--- config.mk ---
export PLATFORM = sky130hd
export DESIGN_NAME = shreg_ctrl
export DESIGN_NICKNAME = d
export VERILOG_FILES = /design/src/rtl/shreg_ctrl.sv
export SDC_FILE = /design/constraint.sdc
export NUM_CORES = 1
export LEC_CHECK = 0
export ABC_AREA = 1
export ABC_CLOCK_PERIOD_IN_PS = 1100
export CAP_MARGIN = 20
export CELL_PAD_IN_SITES_DETAIL_PLACEMENT = 1
export CELL_PAD_IN_SITES_GLOBAL_PLACEMENT = 2
export CORE_MARGIN = 2
export CORE_UTILIZATION = 29
export CTS_CLUSTER_DIAMETER = 120
export CTS_CLUSTER_SIZE = 14
export DETAILED_ROUTE_END_ITERATION = 10
export DONT_BUFFER_PORTS = 1
export PLACE_DENSITY = 0.74
export REMOVE_ABC_BUFFERS = 1
export SETUP_SLACK_MARGIN = 0.5
export SYNTH_ARGS = -nofsm -noshare
export SYNTH_HDL_FRONTEND = slang
export SYNTH_SLANG_ARGS = --single-unit
--- constraint.sdc ---
create_clock -name clk -period 1.1 [get_ports clk]
set_input_delay 0.11 -clock clk [delete_from_list [all_inputs] [get_ports clk]]
set_output_delay 0.11 -clock clk [all_outputs]
set_load 0.02 [all_outputs]
--- src/rtl/shreg_ctrl.sv ---
// Sequencer for an external load/shift register: accepts a word, loads it, times the
// WIDTH shift cycles and pulses done. Optional parity cycle via SHREG_CTRL_PARITY_EN.
module shreg_ctrl #(
  parameter int WIDTH = 8
) (
  input  logic             clk,
  input  logic             rst_n,
  input  logic             in_valid,
  input  logic [WIDTH-1:0] in_data,
  output logic             in_ready,
  input  logic             abort,
  output logic             sh_ld,
  output logic [WIDTH-1:0] sh_d,
  input  logic [WIDTH-1:0] sh_q,
  output logic             ser_bit,
  output logic             ser_valid,
  output logic             busy,
  output logic             done
);

  localparam int CNT_W = $clog2(WIDTH + 1);

  typedef enum logic [2:0] {
    IDLE,
    LOAD,
    SHIFT,
`ifdef SHREG_CTRL_PARITY_EN
    PARITY,
`endif
    DONE
  } state_t;

  state_t           state;
  logic [CNT_W-1:0] cnt;
  logic [WIDTH-1:0] word_r;

  // Only the MSB of the register is observed; the rest is deliberately unused.
  logic unused_sh_q;
  assign unused_sh_q = ^sh_q[WIDTH-2:0];

  assign in_ready = (state == IDLE);

`ifdef SHREG_CTRL_PARITY_EN
  assign ser_bit = (state == PARITY) ? ^word_r : sh_q[WIDTH-1];
`else
  assign ser_bit = sh_q[WIDTH-1];
`endif

  always_ff @(posedge clk or negedge rst_n) begin
    if (!rst_n) begin
      state     <= IDLE;
      cnt       <= '0;
      word_r    <= '0;
      sh_ld     <= 1'b0;
      sh_d      <= '0;
      ser_valid <= 1'b0;
      busy      <= 1'b0;
      done      <= 1'b0;
    end else begin
      // NOTE: non-blocking defaults here are overridden by later assignments in the
      // same edge, so the pulse outputs drop unless a branch re-asserts them.
      sh_ld <= 1'b0;
      sh_d  <= '0;
      done  <= 1'b0;

      unique case (state)
        IDLE: begin
          if (in_valid) begin
            word_r <= in_data;
            state  <= LOAD;
            sh_ld  <= 1'b1;
            sh_d   <= in_data;
            busy   <= 1'b1;
          end
        end

        LOAD: begin
          if (abort) begin
            state     <= IDLE;
            sh_ld     <= 1'b1;
            busy      <= 1'b0;
            ser_valid <= 1'b0;
          end else begin
            state     <= SHIFT;
            cnt       <= '0;
            ser_valid <= 1'b1;
          end
        end

        SHIFT: begin
          if (abort) begin
            state     <= IDLE;
            sh_ld     <= 1'b1;
            busy      <= 1'b0;
            ser_valid <= 1'b0;
          end else begin
            cnt <= cnt + 1'b1;
            if (cnt == CNT_W'(WIDTH - 1)) begin
`ifdef SHREG_CTRL_PARITY_EN
              state <= PARITY;
`else
              state     <= DONE;
              ser_valid <= 1'b0;
              done      <= 1'b1;
`endif
            end
          end
        end

`ifdef SHREG_CTRL_PARITY_EN
        PARITY: begin
          if (abort) begin
            state     <= IDLE;
            sh_ld     <= 1'b1;
            busy      <= 1'b0;
            ser_valid <= 1'b0;
          end else begin
            state     <= DONE;
            ser_valid <= 1'b0;
            done      <= 1'b1;
          end
        end
`endif

        DONE: begin
          state <= IDLE;
          busy  <= 1'b0;
        end

        default: begin
          state     <= IDLE;
          busy      <= 1'b0;
          ser_valid <= 1'b0;
        end
      endcase
    end
  end

endmodule

# Word-level counts from Yosys, hierarchy flattened
# Index checks and enable logic that the tools add are counted.
op_classes:
  n_mul: 0
  n_addsub: 1
  magnitude_cmp: 0
  n_div: 0
  eq_ne: 9
  mux: 23
  n_shift: 0
  reduce_logical: 8
  bitwise_logic: 1
ops:
  columns: ["operator", "count"]
  rows:
  - ["two-way mux 8 bit", 2]
  - ["two-way mux 1 bit", 10]
  - ["two-way mux 3 bit", 3]
  - ["case mux 3 bit (3 select lines)", 1]
  - ["two-way mux 4 bit", 2]
  - ["case mux 4 bit (2 select lines)", 1]
  - ["== test 3 x 2 -> 1 bit, second input constant", 2]
  - ["inequality test 2 bit, second input constant", 3]
  - ["AND reduction 2 bit", 3]
  - ["adder 4 x 1 -> 4 bit, second input constant", 1]
  - ["== test 4 x 3 -> 1 bit, second input constant", 1]
  - ["case mux 1 bit (2 select lines)", 2]
  - ["OR reduction 2 bit", 2]
  - ["== test 3 x 1 -> 1 bit, second input constant", 1]
  - ["zero test 3 bit", 1]
  - ["inequality test 3 bit, second input constant", 1]
  - ["case mux 1 bit (3 select lines)", 1]
  - ["AND reduction 3 bit", 1]
  - ["two-way mux 2 bit", 1]
  - ["inequality test 2 x 1 -> 1 bit, second input constant", 1]
  - ["nonzero test 2 bit", 1]
  - ["inverter 1 bit", 1]
totals:
  ram_bits: 0
  latch_bits: 0
  n_memories: 0
  word_cells: 49
  mem_bits_ro: 0
  register_bits: 19
  inputBits: 20
  out_inout_bits: 14

# Logic depth before layout (Yosys ltp)
depth:
  ltp_word: 4
  ltp_mapped: 8
  depth_no_buf: 8

# Least setup slack after synthesis
# OpenSTA, ideal clock, no wires.
synth_path:
  path_kind: "reg-to-reg"
  startpoint: "register state[0]"
  endpoint: "register state[0]"
  path_slack_ps: -120
  t_arrival_ps: 1155
  setup_time_ps: 65
  required_ps: 1035
  path_stages_with_launch: 9
  period_less_slack_ps: 1220
  path_cell_list: "dfrtp_1 inv_1 ha_1 inv_2 nor2_1 inv_1 nand2_2 nand2_1 nand2_1"
synth_between:
  elab_chain_len: 3
synth_rtl:
  columns: ["element", "line", "text"]
  rows:
  - ["start, declared", "33", "state_t state;"]
  - ["start signal, assigned", "51", "state <= IDLE;"]
  - ["start signal, assigned", "70", "state <= LOAD;"]
  - ["start signal, assigned", "79", "state <= IDLE;"]
  - ["zero test 3 bit (*)", null, null]
  - ["net in_ready", "10", "output logic in_ready,"]
  - ["inequality test 2 bit (no source line)", null, null]
  - ["AND reduction 2 bit (no source line)", null, null]
# The timed path passes the listed nets; every way through them passes the cells marked *.
# A chain may end at the register's enable or synchronous reset.

# Final worst setup path
layout_path:
  startpoint: "register state[1]"
  endpoint: "output port in_ready"
layout_between:
  elab_chain_len: 1
layout_rtl:
  columns: ["element", "line", "text"]
  rows:
  - ["zero test 3 bit", "41", "assign in_ready = (state == IDLE);"]
  - ["end, declared", "10", null]
# Every way passes these cells.

==> impl_metrics.yaml <==
run_status:
  status: "finished with violations"
  violations: "hold timing, setup timing"
worst_setup_path:
  cp-end-kind: "output pin"
  r2r-start: "state[0]"
  cp-endpoint: "in_ready"
  arrival_ns: 1.18
  cp_data_required_time_ns: 0.99
  crit_type: "flip-flop to output pin"
  rrSetupSlack_ns: -0.15
  critPathLaunchType: "flip-flop"
  r2r_cells: 6
  r2r-end: "state[1]"
  cp_max_fo: 3
  cp-startpoint: "state[1]"
synthesis:
  synth.most_common_cell: "nand2_1"
  synth.cell_area_um2: 822
  synth_area_leaders: "dfrtp_1 55%, nand2_1 11%, ha_1 7.6%"
  ys_types: 16
  synth_edf_count: 0
  avgSynthCellArea_um2: 8.75
  synth_ff_type: "dfrtp_1"
  synth_top_cell_area_share_pct: 54.8
  yosys.area.top_type: "dfrtp_1"
  yosysWarningCount: 0
  ys_ff_latch: 18
  synthCells: 94
  seq_area_frac_synth_pct: 54.8
  synthArstFlopShare_pct: 100
  synth_common_cells: "25 x nand2_1, 18 x dfrtp_1, 14 x inv_1"
routing:
  vias: 680
  avgViaCountPerCell: 4.56
  route.detailed.drc: 0
  routedWlPerCell_um: 14.2
  drtIter0Drc: 6
  drt_first_pass_iters: 3
  routed_wl_um: 2120
  ant_nets: 0
clocking:
  path_clk_slew_ns: 0.11
  cts_buffers: 3
  cts.path.max_buffers: 2
  clock-root-buffer: "clkbuf_4"
  cts_tree: "built"
  postCtsHoldBufs: 9
  cts_sinks: 18
  htreeDepth: 1
  clkLatencyLatePin_ns: 0.31
timing:
  slew_violations: 0
  rsz0062_at_grt: "yes"
  fin_ws_ns: -0.195
  holdWs_ns: -0.147
  fin_crit_sh_pct: 118
  max_freq_ghz: 0.772
  skew_ns: 0.00804
  period_needed_ns: 1.29
  hold_viol_final: 21
  setup_viol_count_final: 8
  max_slew_margin_pct: 48.2
  worstMarginPinSlew_ns: 0.776
power:
  power_mw: 3.02
  powerDensity_nw_per_um2: 2510
  ir_drop_mv: 1.28
  p_leak_nw: 0.588
grt:
  grt_max_degree: 19
  antenna_found_initial: 0
  grt_pass1_wl_um: 3600
  first_global_vias: 797
  grt-ovfl-total: 0
  globalRouteTotalUtil_pct: 14.8
cells_and_area:
  syn_to_final_growth_pct: 46.6
  drive_gt1_share_pct: 47.5
  n_antenna_cell: 0
  finalInstanceArea_um2: 1200
  final_core_util_pct: 44.1
  nets: 144
floorplan:
  placementRows: 19
  die-width_um: 57.2
  start_util_pct: 30.1
  ios: 34
  die_height_um: 57.2
  core_area_um2: 2730
  dieArea_um2: 3280
place:
  place_ws_ns: -0.200
  placed_cell_area_um2: 921
  place_congestion: 0.747
  io_buffers: 0
  place.detailed.hpwl_um: 1450
min_path:
  hp-class: "input pin to async pin"
run:
  cap_violations: 0
## area by class of cell
type / instances / area, µm²
sequential: 18 / 464
clock buffer: 4 / 36.3
multi-input combinational: 58 / 400
timing repair buffer: 21 / 201
fill: 309 / 1530
tap: 31 / 38.8
inverter: 17 / 63.8
## how the worst min path moves through the flow
stage	startpoint	to
2_1_floorplan	rst_n	busy
3_3_place_gp	rst_n	cnt[2]
3_5_place_dp	rst_n	cnt[2]
4_1_cts	abort	sh_ld
5_1_grt	abort	sh_ld
6_report	rst_n	cnt[3]
## state kept, by name (all words and copies together), names as in the netlist
name       flops
busy           1
cnt            4
done           1
ser_valid      1
sh_d           8
sh_ld          1
state          2
## worst max-delay path: stages (launching register included)
cell and delay (ns):
dfrtp_1 0.41, inv_2 0.08, ha_4 0.18, buf_6 0.11, buf_6 0.12
## cells by family after synthesis
family	count (synthesis)	share of synthesized area, %
and+or+nand+nor	44	23.0
adders and majority gates	5	7.61
buffers and inverters	18	8.68
AOI/OAI and AO/OA	9	5.94
DFF	18	54.8
## power by group
group / internal [mW] / switching (mW) / leakage [nW]
clock: 0.202 / 0.224 / 0.0210
combinational: 0.725 / 0.761 / 0.343
sequential: 0.860 / 0.249 / 0.224
total: 1.79 / 1.23 / 0.588
## layer usage
| layer | vias up | wire [µm] | track usage [%] |
|---|---|---|---|
| li1 | 328 | - | - |
| met1 | 327 | 830 | 15.5 |
| met2 | 21 | 1120 | 27.4 |
| met3 | 4 | 130 | 5.22 |
| met4 | 0 | 35 | 4.98 |
| met5 | - | 0 | 0 |
## per-stage QoR
step	TNS, ns	instances
after detailed placement	-1.35	133
after CTS	-1.06	148
after global placement	-0.632	133
after floorplan	-0.912	93
after global routing	-1.85	149
final	-0.953	149
## cell usage in the layout (no fill, tap or decap)
master / n
nand2_1: 20
inv_1: 12
dfrtp_2: 11
dlygate4sd3_1: 8
nor2_1: 7
dfrtp_1: 7
buf_4: 7
nor2_2: 6
nand2_2: 5
inv_2: 5
buf_6: 5
a21oi_2: 4
ha_4: 3
clkbuf_4: 3
nand2_4: 2
o21ai_1: 2
nand3_2: 1
nor2_4: 1
a21oi_1: 1
o21ai_4: 1
nand3b_1: 1
o21ai_0: 1
nand3_1: 1
ha_1: 1
ha_2: 1
clkbuf_8: 1
dlymetal6s2s_1: 1
## timing repair
item / in CTS / in global routing
pin swaps: 7 / 11
endpoints found under the hold margin: 29 / 20
endpoints found under the setup margin: 31 / 49
gates cloned: 0 / 0
buffers inserted: 2 / 1
resized for setup: 30 / 16
(Power assumes the default switching activity.)
